$ cat src/rtl/isqrt_pkg.sv
// Shared definitions for the integer square-root core and its reconstruction checker.
package isqrt_pkg;

  localparam int WIDTH_DEF = 8;

  // State codes are shared with the square-root core.
  typedef enum logic [1:0] {
    ST_IDLE = 2'b00,
    ST_CALC = 2'b01,
    ST_DONE = 2'b10
  } state_t;

  function automatic int cnt_w(input int w);
    return (w > 1) ? $clog2(w) : 1;
  endfunction

  localparam int CNT_W = cnt_w(WIDTH_DEF);

endpackage

$ cat src/rtl/isqrt_sq_step.sv
// One shift-add step of the squarer: adds mcand << shamt to acc when the multiplier bit is set.
module isqrt_sq_step
  import isqrt_pkg::*;
#(
  parameter int WIDTH = WIDTH_DEF,
  parameter int CW    = CNT_W
) (
  input  logic [2*WIDTH-1:0] i_acc,
  input  logic [WIDTH-1:0]   i_mcand,
  input  logic               i_bit,
  input  logic [CW-1:0]      i_shamt,
  output logic [2*WIDTH-1:0] o_acc
);

  logic [2*WIDTH-1:0] w_ext;
  logic [2*WIDTH-1:0] w_shifted;

  assign w_ext     = {{WIDTH{1'b0}}, i_mcand};
  assign w_shifted = w_ext << i_shamt;
  // Carry out of the top bit is dropped; it only happens for illegal remainders.
  assign o_acc     = i_bit ? (i_acc + w_shifted) : i_acc;

endmodule

$ cat src/rtl/isqrt_reconstruct.sv
// Rebuilds N = R*R + M with one multiplier bit per clock and flags M <= 2R.
// Result appears WIDTH cycles after the input handshake and is held until accepted.
module isqrt_reconstruct
  import isqrt_pkg::*;
#(
  parameter int WIDTH = WIDTH_DEF
) (
  input  logic               clk,
  input  logic               rst,
  input  logic               in_valid,
  output logic               in_ready,
  input  logic [WIDTH-1:0]   root_in,
  input  logic [WIDTH:0]     rem_in,
  output logic               out_valid,
  input  logic               out_ready,
  output logic [2*WIDTH-1:0] radicand_out,
  output logic               rem_ok
);

  localparam int            CW   = cnt_w(WIDTH);
  localparam logic [CW-1:0] LAST = CW'(WIDTH - 1);

  state_t             r_state;
  state_t             w_state_nxt;
  logic [2*WIDTH-1:0] r_acc;
  logic [2*WIDTH-1:0] w_acc_nxt;
  logic [WIDTH-1:0]   r_mcand;
  logic [WIDTH-1:0]   r_mplier;
  logic [CW-1:0]      r_cnt;
  logic               r_rem_ok;

  isqrt_sq_step #(
    .WIDTH (WIDTH),
    .CW    (CW)
  ) u_step (
    .i_acc   (r_acc),
    .i_mcand (r_mcand),
    .i_bit   (r_mplier[0]),
    .i_shamt (r_cnt),
    .o_acc   (w_acc_nxt)
  );

  always_ff @(posedge clk) begin
    if (rst) begin
      r_state <= ST_IDLE;
    end else begin
      r_state <= w_state_nxt;
    end
  end

  always_comb begin
    w_state_nxt = r_state;
    case (r_state)
      ST_IDLE: if (in_valid)       w_state_nxt = ST_CALC;
      ST_CALC: if (r_cnt == LAST)  w_state_nxt = ST_DONE;
      ST_DONE: if (out_ready)      w_state_nxt = ST_IDLE;
      default:                     w_state_nxt = ST_IDLE;
    endcase
  end

  always_ff @(posedge clk) begin
    if (rst) begin
      r_acc    <= '0;
      r_mcand  <= '0;
      r_mplier <= '0;
      r_cnt    <= '0;
      r_rem_ok <= 1'b0;
    end else begin
      case (r_state)
        ST_IDLE: begin
          if (in_valid) begin
            r_mcand  <= root_in;
            r_mplier <= root_in;
            r_acc    <= {{(WIDTH-1){1'b0}}, rem_in};
            r_rem_ok <= (rem_in <= {root_in, 1'b0});
            r_cnt    <= '0;
          end
        end
        ST_CALC: begin
          r_acc    <= w_acc_nxt;
          r_mplier <= r_mplier >> 1;
          r_cnt    <= r_cnt + 1'b1;
        end
        default: ;
      endcase
    end
  end

  assign in_ready     = (r_state == ST_IDLE);
  assign out_valid    = (r_state == ST_DONE);
  assign radicand_out = r_acc;
  assign rem_ok       = r_rem_ok;

endmodule

$ cat config.mk
export PLATFORM = sky130hd
export DESIGN_NAME = isqrt_reconstruct
export DESIGN_NICKNAME = d
export VERILOG_FILES = /design/src/rtl/isqrt_pkg.sv /design/src/rtl/isqrt_sq_step.sv /design/src/rtl/isqrt_reconstruct.sv
export SDC_FILE = /design/constraint.sdc
export NUM_CORES = 1
export LEC_CHECK = 0
export BUFFER_PORTS_ARGS = -buffer_cell sky130_fd_sc_hd__buf_2
export CORE_MARGIN = 2
export CORE_UTILIZATION = 30
export CTS_CLUSTER_DIAMETER = 120
export DETAILED_ROUTE_END_ITERATION = 7
export GPL_TIMING_DRIVEN = 0
export PLACE_DENSITY_LB_ADDON = 0.12
export SYNTH_ARGS = -nofsm -noshare
export SYNTH_HDL_FRONTEND = slang
export SYNTH_SLANG_ARGS = --single-unit
$ cat constraint.sdc
create_clock -name clk -period 4 [get_ports clk]
set_input_delay 0.4 -clock clk [delete_from_list [all_inputs] [get_ports clk]]
set_output_delay 0.4 -clock clk [all_outputs]
set_load 0.01 [all_outputs]
==> metrics.json <==
{
  "drt": {
    "drcViolationCount": 0,
    "totalWireLength_um": 7440,
    "detailroute.via_count": 2541,
    "postRouteAntennaNets": 0,
    "drt-pass1-iter-count": 4,
    "post_drt_via_cell_ratio": 5.09,
    "iteration_0_drc_markers": 106,
    "wl_per_cell_um": 14.9
  },
  "worst_setup_path": {
    "critical_path.slowest_cell": "a221oi_2",
    "worst-r2r-setup-slack_ps": 730,
    "r2r-start": "r_cnt[1]",
    "worstReg2RegEnd": "radicand_out[15]",
    "timing.critical_path.from": "r_cnt[1]",
    "critical_path_arrival_ps": 3480,
    "slowest_delay_ps": 470,
    "endpoint_kind": "flip-flop",
    "startpoint_class_of_the_critical_path": "flip-flop",
    "timing_worst_setup_path_type": "flip-flop to flip-flop",
    "crit_path_max_fanout": 10,
    "r2r.worst_path.cells": 13,
    "crit_top_cell": "o22ai_1",
    "setup.worst_path.end": "radicand_out[15]",
    "cp_data_required_time_ps": 4200,
    "worstPathCellList": "clkbuf_1 -> buf_2 -> mux2i_1 -> mux2_2 -> o22ai_1 -> ha_1 -> buf_6 -> a21oi_2 -> o22ai_1 -> a31o_1 -> a221oi_2 -> o21ai_1 -> a21o_1"
  },
  "global_route": {
    "grt_remaining_overflow": 0,
    "number_of_antenna_violations_at_the_first_check_in_global_routing": 0,
    "grt_first_pass_wirelength_um": 12100,
    "grt_pass1_vias": 2400,
    "grt_max_degree": 13,
    "global_routing_usage_summed_across_all_routing_layers_pct": 15.6
  },
  "cells_and_area": {
    "num-fill-cells": 964,
    "final_design_area_no_fill_um2": 3130,
    "final-instance-count-excl-fill": 499,
    "nets": 437,
    "syn2layout_area_growth_pct": 17.6,
    "final_common_cell": "nand2_1",
    "insertedDiodeCount": 0,
    "final_layout_size_suffix_gt1_share_pct": 14.8,
    "final_cell_mix": "65 x nand2_1, 40 x buf_2, 38 x dfxtp_1"
  },
  "die": {
    "rows": 34,
    "initial_util_pct": 30.6,
    "die_w_um": 98.1,
    "io_pins": 40,
    "design.core.area_um2": 8680,
    "dieArea_um2": 9630,
    "die-height_um": 98.1
  },
  "clock_tree": {
    "post-cts-setup-buffer-count": 0,
    "cts.hold.buffers_added": 0,
    "clock_tree.root_cell": "clkbuf_8",
    "clk_transition_reported_paths_ps": 80,
    "max_buffers_root_to_sink": 2,
    "clkLatencyLatePin_ps": 300,
    "number_of_sinks_handled_by_clock_tree_synthesis": 38,
    "cts.htree.levels": 2,
    "cts_inserted_buffers": 5,
    "cts-resized-gates": 0,
    "cts_tree": "built"
  },
  "pwr": {
    "design_power_total_uw": 1070,
    "power_per_cell_area_nw_per_um2": 342,
    "static-leakage-power_uw": 0.00135,
    "peakVddDrop_mv": 0.143
  },
  "synthesis": {
    "synth_area_um2": 2660,
    "post_synth_fa_ha_maj_area_fraction_pct": 12.5,
    "yosysSeqAreaShare_pct": 28.6,
    "synth_simple_gate_area_share_pct": 21.0,
    "synth_compound_area_share_pct": 24.0,
    "postSynth.asyncResetShare_pct": 0,
    "postSynthRegisterBits": 38,
    "netlist_instances": 345,
    "synth_top_family_by_area": "compound AO/OA/AOI/OAI gates",
    "postSynth.topFlopCell": "dfxtp_1",
    "synth-edff-count": 0,
    "mappedNetlistNets": 392,
    "synth_xor_xnor_area_share_pct": 2.96,
    "post_synth_num_cell_types": 47,
    "mapped_avg_cell_area_um2": 7.71,
    "yosysWarnings": 0,
    "yosys-mux-area-fraction_pct": 6.26
  },
  "timing": {
    "hold_slack_final_ps": 374,
    "fmaxAchievable_mhz": 305,
    "slew_violations": 0,
    "fin_hold_viols": 0,
    "timing.final.crit_period_ps": 3270,
    "report.final.setup_viol": 0,
    "min_period_over_period_pct": 81.9,
    "slew_headroom_pct": 54.5,
    "totalNegativeSetupSlack_ps": 0,
    "tightest_slew_ps": 680,
    "rsz0062_at_grt": "no",
    "timing.clock.skew_ps": 7.33
  },
  "place": {
    "postPlaceCellArea_um2": 2980,
    "hpwl_um": 5860,
    "portBuffers": 38,
    "dp.cells": 491,
    "place_congestion": 0.821
  },
  "min_path": {
    "min-delay-path-class": "primary input to flip-flop",
    "worst_hold_path_cells": 3
  },
  "status": {
    "status": "completed"
  },
  "flow_run": {
    "max_cap_viol_count": 0
  }
}
-- cell families after synthesis --
group / Yosys count
AO/OA/AOI/OAI: 99
buffers and inverters: 30
XOR/XNOR: 9
multiplexers: 16
flip-flops: 38
adder cells (fa/ha/maj): 26
AND/OR/NAND/NOR: 127
-- synth_stat cells (2+ instances only) --
| cell type | number | area (um2) |
|---|---|---|
| nor3_1 | 4 | 20.0 |
| a211oi_1 | 4 | 30.0 |
| a31oi_1 | 8 | 50.1 |
| ha_1 | 25 | 313 |
| a21oi_2 | 2 | 17.5 |
| o21bai_1 | 3 | 22.5 |
| xnor2_1 | 6 | 52.6 |
| o21a_1 | 4 | 30.0 |
| and2_1 | 3 | 18.8 |
| nand2_1 | 65 | 244 |
| a22oi_1 | 2 | 15.0 |
| nor2b_1 | 3 | 18.8 |
| nand4_1 | 2 | 12.5 |
| o21ai_0 | 15 | 75.1 |
| dfxtp_1 | 38 | 761 |
| nand2b_1 | 4 | 25.0 |
| inv_1 | 13 | 48.8 |
| nand3b_1 | 3 | 22.5 |
| nand3_1 | 8 | 40.0 |
| a311oi_1 | 7 | 61.3 |
| xor2_1 | 3 | 26.3 |
| o211ai_1 | 2 | 15.0 |
| o21ai_1 | 4 | 20.0 |
| a21oi_1 | 27 | 135 |
| mux2_2 | 5 | 56.3 |
| mux2i_1 | 11 | 110 |
| o22ai_1 | 5 | 31.3 |
| a31o_1 | 3 | 26.3 |
| clkbuf_1 | 13 | 48.8 |
| a21o_1 | 9 | 67.6 |
| nor2_1 | 27 | 101 |
| buf_2 | 2 | 10.0 |
-- cell type report --
cell class / count / area, um2 / share of cell area [%]
multi-input cells: 277 / 1780 / 56.8
flip-flops and latches: 38 / 761 / 24.3
repair buffers: 38 / 190 / 6.08
well taps: 108 / 135 / 4.32
clock buffers: 6 / 82.6 / 2.64
plain buffers: 17 / 73.8 / 2.36
clock inverters: 2 / 60.1 / 1.92
inverters: 13 / 48.8 / 1.56
-- routing by layer --
metal	up-vias	share of wire [%]	global-route usage, %
met5	-	0	0
li1	1322	-	-
met3	4	2.3	2.58
met4	0	0.67	3.16
met1	1183	53	21.9
met2	32	45	25.3
-- report_power, final --
part / switching [uW] / total, uW / internal, uW
Combinational: 135 / 223 / 88.1
Clock: 158 / 424 / 266
Sequential: 19.6 / 421 / 401
-- metrics by stage --
step | setup WS, ps | utilization, %
detailed placement | 732 | 34.4
floorplan | 1130 | -
CTS | 705 | 36.0
finish | 725 | 36.0
global route | 396 | 36.0
global placement | 679 | 34.4
-- flip-flops by register name, indices dropped and copies added (netlist names) --
signal and flops:
r_cnt 3, rem_ok 1, r_mplier 8, radicand_out 16, r_mcand 8, r_state 2
-- worst min path at each step --
stage	end	slack [ps]	from
3_3_place_gp	r_mplier[7]	460	r_mplier[7]
5_1_grt	radicand_out[1]	380	rem_in[1]
3_5_place_dp	r_mplier[7]	450	r_mplier[7]
2_1_floorplan	r_mplier[7]	440	r_mplier[7]
6_report	radicand_out[1]	370	rem_in[1]
4_1_cts	radicand_out[1]	370	rem_in[1]
-- critical path, delay by kind of cell, from the launching register on --
| kind | cells | cell delay [ps] |
|---|---|---|
| mux | 2 | 410 |
| buf+inv | 3 | 670 |
| compound gates | 7 | 1480 |
| fa+ha+maj | 1 | 280 |
| flops | 1 | 330 |
(Power assumes the default switching activity.)
